### src/rtl/axilite_reg_arb_pkg.sv
// Shared types and helpers for the register-port arbiter: FSM state encoding,
// the round-robin scan and the read-latency counter width.
package axilite_reg_arb_pkg;

  typedef enum logic [1:0] {IDLE, WR, RD_WAIT, RESP} state_e;

  localparam int MAX_REQ = 8;

  // Counter must hold 0..lat; keep at least one bit so lat=0 still builds.
  function automatic int rd_cnt_w(input int lat);
    return ($clog2(lat + 1) < 1) ? 1 : $clog2(lat + 1);
  endfunction

  // First valid index scanning last+1 .. last+n (mod n).
  function automatic int rr_pick(input logic [MAX_REQ-1:0] valid, input int last, input int n);
    int   pick;
    int   idx;
    logic found;
    pick  = 0;
    found = 1'b0;
    for (int k = 1; k <= MAX_REQ; k++) begin
      if (k <= n) begin
        idx = (last + k) % n;
        if (!found && valid[idx]) begin
          pick  = idx;
          found = 1'b1;
        end
      end
    end
    return pick;
  endfunction

endpackage

### src/rtl/axilite_reg_port_arbiter_rr.sv
// Purely combinational round-robin picker, reusable by any arbiter that
// tracks its own last grant.
module rr_arbiter_comb
  import axilite_reg_arb_pkg::*;
#(
  parameter int N_REQ = 2,
  parameter int IDX_W = (N_REQ > 1) ? $clog2(N_REQ) : 1
) (
  input  logic [N_REQ-1:0] valid,
  input  logic [IDX_W-1:0] last_grant,
  output logic [IDX_W-1:0] pick,
  output logic             any_valid
);

  logic [MAX_REQ-1:0] valid_x;
  int                 pick_i;

  always_comb begin
    valid_x              = '0;
    valid_x[N_REQ-1:0]   = valid;
    pick_i               = rr_pick(valid_x, int'(last_grant), N_REQ);
  end

  assign pick      = IDX_W'(pick_i);
  assign any_valid = |valid;

endmodule

### src/rtl/axilite_reg_port_arbiter.sv
// Shares one register port between N_REQ requesters, one transaction in
// flight at a time, granted round robin.
module axilite_reg_port_arbiter
  import axilite_reg_arb_pkg::*;
#(
  parameter int N_REQ  = 2,
  parameter int ADDR_W = 3,
  parameter int DATA_W = 32,
  parameter int RD_LAT = 1
) (
  input  logic                          axis_aclk,
  input  logic                          axis_areset,
  input  logic [N_REQ-1:0]              req_valid,
  output logic [N_REQ-1:0]              req_ready,
  input  logic [N_REQ-1:0]              req_we,
  input  logic [N_REQ-1:0][ADDR_W-1:0]  req_addr,
  input  logic [N_REQ-1:0][DATA_W-1:0]  req_wdata,
  output logic [N_REQ-1:0]              rsp_valid,
  input  logic [N_REQ-1:0]              rsp_ready,
  output logic [DATA_W-1:0]             rsp_rdata,
  output logic [DATA_W-1:0]             reg_wdata,
  output logic [ADDR_W-1:0]             reg_waddr,
  output logic                          reg_wvalid,
  output logic [ADDR_W-1:0]             reg_raddr,
  input  logic [DATA_W-1:0]             reg_rdata,
  output logic                          busy
);

  localparam int IDX_W    = (N_REQ > 1) ? $clog2(N_REQ) : 1;
  localparam int RD_CNT_W = rd_cnt_w(RD_LAT);

  state_e              state_q, state_d;
  logic [IDX_W-1:0]    last_grant_q, last_grant_d;
  logic [IDX_W-1:0]    grant_q, grant_d;
  logic [RD_CNT_W-1:0] rd_cnt_q, rd_cnt_d;
  logic                reg_wvalid_q, reg_wvalid_d;
  logic [ADDR_W-1:0]   reg_waddr_q, reg_waddr_d;
  logic [DATA_W-1:0]   reg_wdata_q, reg_wdata_d;
  logic [ADDR_W-1:0]   reg_raddr_q, reg_raddr_d;
  logic [DATA_W-1:0]   rsp_rdata_q, rsp_rdata_d;

  logic [IDX_W-1:0]    pick;
  logic                any_valid;
  logic                rd_done;

  rr_arbiter_comb #(.N_REQ(N_REQ), .IDX_W(IDX_W)) u_rr (
    .valid      (req_valid),
    .last_grant (last_grant_q),
    .pick       (pick),
    .any_valid  (any_valid)
  );

  assign rd_done = (rd_cnt_q == RD_CNT_W'(RD_LAT));

  always_ff @(posedge axis_aclk) begin
    if (axis_areset) begin
      state_q      <= IDLE;
      last_grant_q <= IDX_W'(N_REQ - 1);
      grant_q      <= '0;
      rd_cnt_q     <= '0;
      reg_wvalid_q <= 1'b0;
      reg_waddr_q  <= '0;
      reg_wdata_q  <= '0;
      reg_raddr_q  <= '0;
      rsp_rdata_q  <= '0;
    end else begin
      state_q      <= state_d;
      last_grant_q <= last_grant_d;
      grant_q      <= grant_d;
      rd_cnt_q     <= rd_cnt_d;
      reg_wvalid_q <= reg_wvalid_d;
      reg_waddr_q  <= reg_waddr_d;
      reg_wdata_q  <= reg_wdata_d;
      reg_raddr_q  <= reg_raddr_d;
      rsp_rdata_q  <= rsp_rdata_d;
    end
  end

  always_comb begin
    state_d = state_q;
    case (state_q)
      IDLE:    if (any_valid) state_d = req_we[pick] ? WR : RD_WAIT;
      WR:      state_d = RESP;
      RD_WAIT: if (rd_done) state_d = RESP;
      RESP:    if (rsp_ready[grant_q]) state_d = IDLE;
      default: state_d = IDLE;
    endcase
  end

  // Write strobe/address/data are loaded on the handshake so they appear
  // registered in the single WR cycle.
  always_comb begin
    last_grant_d = last_grant_q;
    grant_d      = grant_q;
    rd_cnt_d     = rd_cnt_q;
    reg_wvalid_d = 1'b0;
    reg_waddr_d  = reg_waddr_q;
    reg_wdata_d  = reg_wdata_q;
    reg_raddr_d  = reg_raddr_q;
    rsp_rdata_d  = rsp_rdata_q;
    case (state_q)
      IDLE: if (any_valid) begin
        grant_d = pick;
        if (req_we[pick]) begin
          reg_wvalid_d = 1'b1;
          reg_waddr_d  = req_addr[pick];
          reg_wdata_d  = req_wdata[pick];
        end else begin
          reg_raddr_d = req_addr[pick];
          rd_cnt_d    = '0;
        end
      end
      WR:      rsp_rdata_d = '0;
      RD_WAIT: if (rd_done) rsp_rdata_d = reg_rdata;
               else         rd_cnt_d    = rd_cnt_q + RD_CNT_W'(1);
      RESP:    if (rsp_ready[grant_q]) last_grant_d = grant_q;
      default: ;
    endcase
  end

  always_comb begin
    req_ready = '0;
    rsp_valid = '0;
    if (state_q == IDLE && any_valid && !axis_areset) req_ready[pick] = 1'b1;
    if (state_q == RESP) rsp_valid[grant_q] = 1'b1;
    busy = (state_q != IDLE);
  end

  assign reg_wvalid = reg_wvalid_q;
  assign reg_waddr  = reg_waddr_q;
  assign reg_wdata  = reg_wdata_q;
  assign reg_raddr  = reg_raddr_q;
  assign rsp_rdata  = rsp_rdata_q;

endmodule
### config.mk
export PLATFORM = sky130hd
export DESIGN_NAME = axilite_reg_port_arbiter
export DESIGN_NICKNAME = d
export VERILOG_FILES = /design/src/rtl/axilite_reg_arb_pkg.sv /design/src/rtl/axilite_reg_port_arbiter_rr.sv /design/src/rtl/axilite_reg_port_arbiter.sv
export SDC_FILE = /design/constraint.sdc
export NUM_CORES = 1
export LEC_CHECK = 0
export BUFFER_PORTS_ARGS = -buffer_cell sky130_fd_sc_hd__buf_4
export CORE_ASPECT_RATIO = 1.4
export CORE_MARGIN = 2
export CORE_UTILIZATION = 40
export DETAILED_ROUTE_END_ITERATION = 6
export PLACE_DENSITY_LB_ADDON = 0.12
export SYNTH_ARGS = -nofsm -noshare
export SYNTH_HDL_FRONTEND = slang
export SYNTH_HIERARCHICAL = 1
export SYNTH_SLANG_ARGS = --single-unit
### constraint.sdc
create_clock -name axis_aclk -period 2.3 [get_ports axis_aclk]
set_clock_uncertainty 0.15 [all_clocks]
set_input_delay 0.115 -clock axis_aclk [delete_from_list [all_inputs] [get_ports axis_aclk]]
set_output_delay 0.115 -clock axis_aclk [all_outputs]
set_load 0.03 [all_outputs]
==> results.md, run 1 <==
- Mean instance size in the synthesized netlist: 9.20 um2
- Ratio of total power to cell area: 979 mW/mm2
- Largest vdd supply drop: 0.540 mV
- Clock slew at reported path FFs: 60 ps
- N_diodes: 0
- Number of enable flip-flop cells after synthesis: 0
- Final Hold Vio Count: 0
- Relative slew slack: 43.7%
- Count of different cell masters after synthesis: 31
- Peak Freq: 0.484 GHz
- Ratio of cells with drive above 1 in the final layout: 36.0%
- Max-Cap Viols: 0
- Total congestion overflow: 0
- Min-Delay Endpoint: reg_wdata[2]
- Final min period: 2070 ps
- Async set-reset flop share out of synthesis: 0%
- Max-slew violation count: 0
- Number of buffers created by CTS: 9
- Predominant post-synthesis flop cell: sky130_fd_sc_hd__dfxtp_1
- Launch point of the worst hold path: req_wdata[34]
- Worst Tran Pin Value: 843 ps
- DRC errors left: 0
- Initial antenna violation count: 0
- Die X: 81.5 um
- Total number of nets in the final design: 717
- Wire length after detailed routing: 10200 um
- Synthesized net count: 482
- Slowest cell on the critical path: sky130_fd_sc_hd__buf_6
- CP startpoint: last_grant_q
- Critical path type: reg2out
- Cells after Synth: 366
- Maximum clock insertion buffer count: 2
- Die Footprint: 0.00917 mm2
- Source-to-sink clock delay at the later pin of the worst-skew pair: 330 ps
- CTS tree: built
- Number of cells in the design after placement: 626
- Worst hold stages: 3
- Number of buffer and inverter instances along the worst setup path: 2
- CTS HTree Levels: 3
- FF-to-FF End: reg_wdata[31]
- Setup repair after global routing missed its margin: false
- Startpoint of the worst-slack reg-to-reg timing path: state_q[0]
- Global-route wire length before repair: 16100 um
- DP HPWL: 6740 um
- Final standard cell count with taps included and fillers excluded: 708
- Post-synthesis sequential area ratio: 45.2%
- Detailed-route via count: 3580
- DR WL/cell: 14.4 um
- Largest driver fanout on the critical path: 38
- Number of antenna-violating nets in the routed design: 0
- Port buffer count: 185
- Cells traversed along the worst timing path: a21boi_4 -> buf_6 -> nor3b_1 -> buf_4
- Reported leakage power: 2.49 nW
- Maximum number of pins on one net before global-route repair: 62
- Post-synthesis to final-layout area growth: 72.1%
- Netlist area before placement: 0.00337 mm2
- Outcome: finished, final reports clean
- Type of origin of the critical path: flop
- WP data required: 2040 ps
- Fraction of the cycle the final worst path needs: 89.9%
- Synth Warn #: 6
- Total routing usage reported by global routing: 22.0%
- Detailed-route vias per instance: 5.06
- I/O Pins: 186
- Delay of the slowest cell on the worst path: 390 ps
- Core Box Area: 0.00815 mm2
- Initial core utilization: 41.3%
- CP Data Arrival Time: 1800 ps
- Final weighted congestion in routability-driven placement: 0.724
- Reg-to-reg setup timing slack: 280 ps
- Die outline height: 113 um
- Number of sinks on the clock net: 76
- Number of setup violations in the final report: 0
- Depth of the worst register-to-register path: 5
- Cell at the root of the clock tree: sky130_fd_sc_hd__clkbuf_16
- Drt pass-1 iters: 4
- Number of rows created at floorplan: 39
- FF+latch count, synth: 76
- Critical Path End Type: output port
- DRT iter0 DRCs: 114
- Path category of the worst min-delay check: in2reg
- Category of cells accounting for the largest share of critical-path delay: buffers and inverters
- Total Neg Setup Slack: 0 ps
- Vias in the first global route: 3536
cells in the final DEF (no fill, tap or decap), types with 2 or more instances in the layout:
| cell | count |
|---|---|
| sky130_fd_sc_hd__buf_4 | 191 |
| sky130_fd_sc_hd__dfxtp_1 | 76 |
| sky130_fd_sc_hd__a21oi_1 | 74 |
| sky130_fd_sc_hd__dlygate4sd3_1 | 66 |
| sky130_fd_sc_hd__mux2i_1 | 37 |
| sky130_fd_sc_hd__a211oi_1 | 37 |
| sky130_fd_sc_hd__nand2_1 | 36 |
| sky130_fd_sc_hd__nand3_1 | 32 |
| sky130_fd_sc_hd__clkbuf_16 | 9 |
| sky130_fd_sc_hd__ha_1 | 6 |
| sky130_fd_sc_hd__nand2b_1 | 5 |
| sky130_fd_sc_hd__inv_1 | 4 |
| sky130_fd_sc_hd__nor3_1 | 3 |
| sky130_fd_sc_hd__nor2_1 | 3 |
| sky130_fd_sc_hd__bufinv_16 | 3 |
| sky130_fd_sc_hd__and2_1 | 2 |
| sky130_fd_sc_hd__mux2i_2 | 2 |
| sky130_fd_sc_hd__mux2_2 | 2 |
| sky130_fd_sc_hd__clkbuf_8 | 2 |
cells by family after synthesis:
family / after synthesis / share of synthesized area, %
AO/OA/AOI/OAI: 118 / 21.3
AND/OR/NAND/NOR: 84 / 11.6
flip-flops: 76 / 45.2
multiplexers: 43 / 13.5
buffers and inverters: 39 / 6.17
adder cells (fa/ha/maj): 6 / 2.23
final cells by class:
type,count,area (um2)
Clock buffer,12,256
Clock inverter,4,95.1
Fill cell,637,2360
Inverter,4,15.0
Multi-Input combinational cell,251,1650
Sequential cell,76,1520
Tap cell,102,128
Timing Repair Buffer,259,2130
sequential cells by signal (all words and copies together), names as in the netlist:
signal	cells
last_grant_q	1
rd_cnt_q	1
rsp_rdata	32
state_q	2
reg_raddr	3
reg_wdata	32
grant_q	1
reg_waddr	3
reg_wvalid	1
per-stage QoR:
stage          setup WS (ps)  power [mW]  util [%]  hold WS, ps  area [um2]
3_3_place_gp             405        3.94      58.6          236        4780
6_report                 233        5.67      71.1         3.61        5790
2_1_floorplan            287        3.21         -          131        3370
3_5_place_dp             315        3.98      58.6          256        4780
5_1_grt                  112        5.97      71.1         2.00        5790
4_1_cts                 70.8        5.71      71.0        0.469        5790
Yosys cell counts (2+ instances only):
master | n | share of area [%]
sky130_fd_sc_hd__dfxtp_1 | 76 | 45
sky130_fd_sc_hd__a21oi_1 | 74 | 11
sky130_fd_sc_hd__mux2i_1 | 38 | 11
sky130_fd_sc_hd__a211oi_1 | 37 | 8.3
sky130_fd_sc_hd__nand2_1 | 36 | 4.0
sky130_fd_sc_hd__nand3_1 | 32 | 4.8
sky130_fd_sc_hd__buf_2 | 13 | 1.9
sky130_fd_sc_hd__clkbuf_1 | 13 | 1.4
sky130_fd_sc_hd__ha_1 | 6 | 2.2
sky130_fd_sc_hd__buf_6 | 5 | 1.7
sky130_fd_sc_hd__nand2b_1 | 5 | 0.93
sky130_fd_sc_hd__inv_1 | 4 | 0.45
sky130_fd_sc_hd__nor2_1 | 3 | 0.33
sky130_fd_sc_hd__nor3_1 | 3 | 0.45
sky130_fd_sc_hd__and2_1 | 2 | 0.37
sky130_fd_sc_hd__buf_1 | 2 | 0.22
sky130_fd_sc_hd__buf_4 | 2 | 0.45
sky130_fd_sc_hd__mux2_2 | 2 | 0.67
metal layers:
metal,GRT usage [%],vias up,part of all wire (%)
li1,-,1783,-
met1,24.0,1638,40
met2,38.4,142,51
met3,7.15,17,8.0
met4,8.93,0,1.9
met5,0,-,0
how the worst max path moves through the flow:
stage,end,slack (ps),cells after the start
finish,req_ready[1],230,4
global route,req_ready[1],110,4
CTS,req_ready[1],70,4
detailed placement,reg_wdata[30],310,5
global placement,reg_wdata[14],400,5
floorplan,req_ready[1],290,5
where the power goes:
| part | internal, mW | switching [mW] |
|---|---|---|
| Sequential | 1.57 | 0.156 |
| Combinational | 0.932 | 1.39 |
| Clock | 1.12 | 0.508 |
repair_timing:
item,4_1_cts,5_1_grt
endpoints found under the setup margin,0,1
endpoints found under the hold margin,52,0
resized for setup,0,1
hold buffers,66,0
buffers inserted,0,0
worst register-to-register path, delay by kind of cell, from the launching register on:
family	cells	cell delay, ps
buf+inv	1	140
flops	1	340
fa+ha+maj	1	230
simple gates	2	800
compound gates	1	190
Power figures use the tool's default switching activity.
==> inputs of run 2 (changes only) <==
Settings changed: PLACE_DENSITY from default to 0.72, PLACE_DENSITY_LB_ADDON 0.12 to default, SYNTH_HIERARCHICAL 1 to default.
==> run 2 against run 1 <==
Global-route usage rose by 3.4 points. Fmax fell by 2.8%. Die area rose by 0.17%. Hold slack improved by 14 ps. Critical path depth rose by 3. Area after synthesis rose by 0.19%. Count of clock-buffer cells in the layout rose by 1. Wire length rose by 12%. Non-clock buffer count rose by 33. Register-to-register slack got worse by 110 ps. Sequential share of layout area fell by 1.1 points.
==> results.md, run 2 <==
- Area fraction in compound gates after synthesis: 25.6% (+4.3 points)
- Adder and majority gate portion of the synthesized area: 1.48% (-0.75 points)
- Cells traversed along the worst timing path: inv_1 -> ha_1 -> nand2_1 -> o32ai_4 -> buf_12 -> nor2_1 -> a311oi_2
- Wire length after detailed routing: 11400 um (+12%)
- Cell area after placement: 0.00480 mm2 (+0.45%)
- Proportion of synthesized area in mux cells: 3.08% (-10 points)
- Path category of the worst min-delay check: in2reg
- Post-synthesis to final-layout area growth: 79.5%
- Fraction of power spent switching nets: 37.6% (+1.5 points)
- Delay of the slowest cell on the worst path: 350 ps (-40 ps)
- Critical path type: reg2reg
- Maximum number of pins on one net before global-route repair: 70 (+13%)
- Initial antenna violation count: 1 (+1)
- Most frequent cells in the layout: sky130_fd_sc_hd__buf_4 (193), sky130_fd_sc_hd__dlygate4sd3_1 (98), sky130_fd_sc_hd__dfxtp_1 (76)
- Slowest cell on the critical path: sky130_fd_sc_hd__buf_12
- Predominant post-synthesis flop cell: sky130_fd_sc_hd__dfxtp_1
- Gate power share: 43.6% (+2.7 points)
- Largest vdd supply drop: 0.660 mV (+22%)
- Maximum clock insertion buffer count: 2 (unchanged)
- Vias in the first global route: 3917 (+11%)
- Type of origin of the critical path: flop
- Count of different cell masters after synthesis: 35 (+13%)
- Worst hold slack after final layout: 17.6 ps (+14.0 ps)
- Global-route wire length before repair: 17900 um (+11%)
- Number of antenna-violating nets in the routed design: 0 (unchanged)
- Fraction of synthesized cell area taken by the top area cell type: 45.1% (-0.084 points)
- Relative slew slack: 66.7% (+23 points)
- Netlist area before placement: 0.00337 mm2 (+0.19%)
- DP HPWL: 6870 um (+2.0%)
- Final weighted congestion in routability-driven placement: 0.739 (+2.0%)
- Drt pass-1 iters: 4 (unchanged)
- Max-slew violation count: 0 (unchanged)
- Total Neg Setup Slack: 0 ps (unchanged)
- Ratio of total power to cell area: 867 mW/mm2 (-11%)
- Net switching power of the design: 1.98 mW (-3.7%)
- Number of buffer and inverter instances along the worst setup path: 2 (unchanged)
- Number of enable flip-flop cells after synthesis: 0 (unchanged)
- Part of the total power dissipated in the clock network: 24.4% (-4.3 points)
- Fraction of the cycle the final worst path needs: 92.4% (+2.6 points)
- Most frequent standard cell in the layout excluding fill and tap cells: sky130_fd_sc_hd__buf_4
- DRC errors left: 0 (unchanged)
- Number of buffers inserted by hold repair at cts: 98 (+48%)
- Die outline height: 113 um (about the same)
- Number of sinks on the clock net: 76 (unchanged)
- Ratio of cells with drive above 1 in the final layout: 39.5% (+3.5 points)
- Total routing usage reported by global routing: 25.4% (+3.4 points)
- Die X: 81.6 um (about the same)
- Critical Path End Type: flop
- CP Data Arrival Time: 2220 ps (+420 ps)
- Simple-gate share of the synthesized area: 19.0% (+7.4 points)
- Final design area excluding fillers: 0.00605 mm2 (+4.5%)
- Top cell type by total area after synthesis: sky130_fd_sc_hd__dfxtp_1
- Port buffer count: 185 (unchanged)
- Source-to-sink clock delay at the later pin of the worst-skew pair: 340 ps (about the same)
- Cts repair resizes: 0 (unchanged)
- Initial core utilization: 41.1% (-0.17 points)
- Detailed-route via count: 3790 (+5.9%)
- Sequential group share of total power: 32.0% (+1.6 points)
- CTS tree: built
- Final min period: 2130 ps (+59.4 ps)
- XOR/XNOR Fraction of Synth Area: 0% (unchanged)
- CTS HTree Levels: 3 (unchanged)
- Number of buffers created by CTS: 9 (unchanged)
- Synth Warn #: 0 (-6)
- Cell at the root of the clock tree: sky130_fd_sc_hd__clkbuf_16
- Async set-reset flop share out of synthesis: 0% (unchanged)
- Synthesized net count: 479 (-0.62%)
- Total number of nets in the final design: 751 (+4.7%)
- Outcome: finished, final reports clean
- Category of cells accounting for the largest share of critical-path delay: compound AO/OA/AOI/OAI gates
- Detailed-route vias per instance: 5.09 (+0.74%)
- FF+latch count, synth: 76 (unchanged)
- Number of cells in the design after placement: 630 (+0.64%)
- Number of setup violations in the final report: 0 (unchanged)
- WP data required: 2390 ps (+350 ps)
- Final Hold Vio Count: 0 (unchanged)
- Worst Tran Pin Value: 499 ps (-344 ps)
- Total congestion overflow: 0 (unchanged)
- Core Box Area: 0.00820 mm2 (+0.60%)
- List of most frequent post-synthesis cells: sky130_fd_sc_hd__dfxtp_1 (76), sky130_fd_sc_hd__nand2_1 (73), sky130_fd_sc_hd__nor2_1 (69)
- Setup repair after global routing missed its margin: false
- I/O Pins: 186 (unchanged)
- Final standard cell count with taps included and fillers excluded: 744 (+5.1%)
- Main combinational cell family by area after synthesis: compound AO/OA/AOI/OAI gates
- Largest driver fanout on the critical path: 69 (+82%)
- Clock slew at reported path FFs: 60 ps (about the same)
- Peak Freq: 0.470 GHz (-2.8%)
- Biggest area contributors in the synthesized netlist: sky130_fd_sc_hd__dfxtp_1 (45%), sky130_fd_sc_hd__a311oi_2 (14%), sky130_fd_sc_hd__nand2_1 (8.1%)
- Internal cell power: 3.27 mW (-9.5%)
- Number of rows created at floorplan: 39 (unchanged)
- Dominant cell by count in the synthesized netlist: sky130_fd_sc_hd__dfxtp_1
- DR WL/cell: 15.3 um (+6.5%)
- Final core area utilization: 73.8% (+2.7 points)
- Die Footprint: 0.00919 mm2 (+0.17%)
- Post CTS Setup Buffer Count: 0 (unchanged)
- Max-Cap Viols: 0 (unchanged)
- DRT iter0 DRCs: 127 (+11%)
- Post-synthesis sequential area ratio: 45.1% (-0.084 points)
- Cells after Synth: 365 (-0.27%)
- Reported leakage power: 2.67 nW (+7.0%)
- Mean instance size in the synthesized netlist: 9.24 um2 (+0.46%)
run 2: cell count changes after synthesis, moves of 6 or more:
| cell | delta |
|---|---|
| sky130_fd_sc_hd__a21oi_1 | -69 |
| sky130_fd_sc_hd__nor2_1 | +66 |
| sky130_fd_sc_hd__a211oi_1 | -37 |
| sky130_fd_sc_hd__nand2_1 | +37 |
| sky130_fd_sc_hd__a22oi_1 | +32 |
| sky130_fd_sc_hd__a311oi_2 | +32 |
| sky130_fd_sc_hd__mux2i_1 | -31 |
| sky130_fd_sc_hd__nand3_1 | -31 |
| sky130_fd_sc_hd__buf_2 | -6 |
run 2: path summary, 6_finish.rpt:
path                                   start             to  slack, ps  cells past startpoint
worst max-delay path              state_q[0]  reg_wdata[31]        170                      7
worst min-delay path             req_addr[4]   reg_raddr[1]         20                      4
worst max register to register    state_q[0]  reg_wdata[31]        170                      7
worst min register to register  reg_raddr[2]   reg_raddr[2]        300                      2
run 2: cells by family (layout without fill, tap and decap cells):
family | count (synthesis) | after routing
compound gates | 80 | 80
other cells | 0 | 1
fa+ha+maj | 4 | 4
mux | 10 | 10
flops | 76 | 76
buf+inv | 36 | 312
simple gates | 159 | 159
run 2: power groups by stage:
stage / Clock [mW] / Sequential (mW) / Combinational, mW
floorplan: 0 / 2.04 / 1.14
global placement: 0 / 1.69 / 2.08
detailed placement: 0 / 1.70 / 2.13
CTS: 1.31 / 1.67 / 2.27
global route: 1.36 / 1.70 / 2.46
finish: 1.28 / 1.68 / 2.29
run 2: cell type report:
type                    instances  area [um2]
repair buffers                292        2450
well taps                     102         128
inverters                       5        18.8
fillers                       563        2150
multi-input cells             253        1660
clock inverters                 2        10.0
flip-flops and latches         76        1520
clock buffers                  13         260
diodes                          1        2.50
run 2: stage by stage:
stage | power, mW | setup WS, ps
3_5_place_dp | 3.83 | 230
2_1_floorplan | 3.18 | 261
6_report | 5.25 | 174
4_1_cts | 5.25 | 166
3_3_place_gp | 3.77 | 334
5_1_grt | 5.52 | 17.1
run 2: routing by layer:
metal	track usage, %	up-vias	wire length [um]
met5	0	-	0
met4	13.1	0	404
met3	7.23	33	897
met2	46.7	164	6050
met1	24.9	1771	4060
li1	-	1822	-
run 2: worst reg2reg max path: stages (launching register included):
cell,delay (ps)
sky130_fd_sc_hd__dfxtp_1,330
sky130_fd_sc_hd__inv_1,100
sky130_fd_sc_hd__ha_1,260
sky130_fd_sc_hd__nand2_1,160
sky130_fd_sc_hd__o32ai_4,260
sky130_fd_sc_hd__buf_12,350
sky130_fd_sc_hd__nor2_1,180
sky130_fd_sc_hd__a311oi_2,250
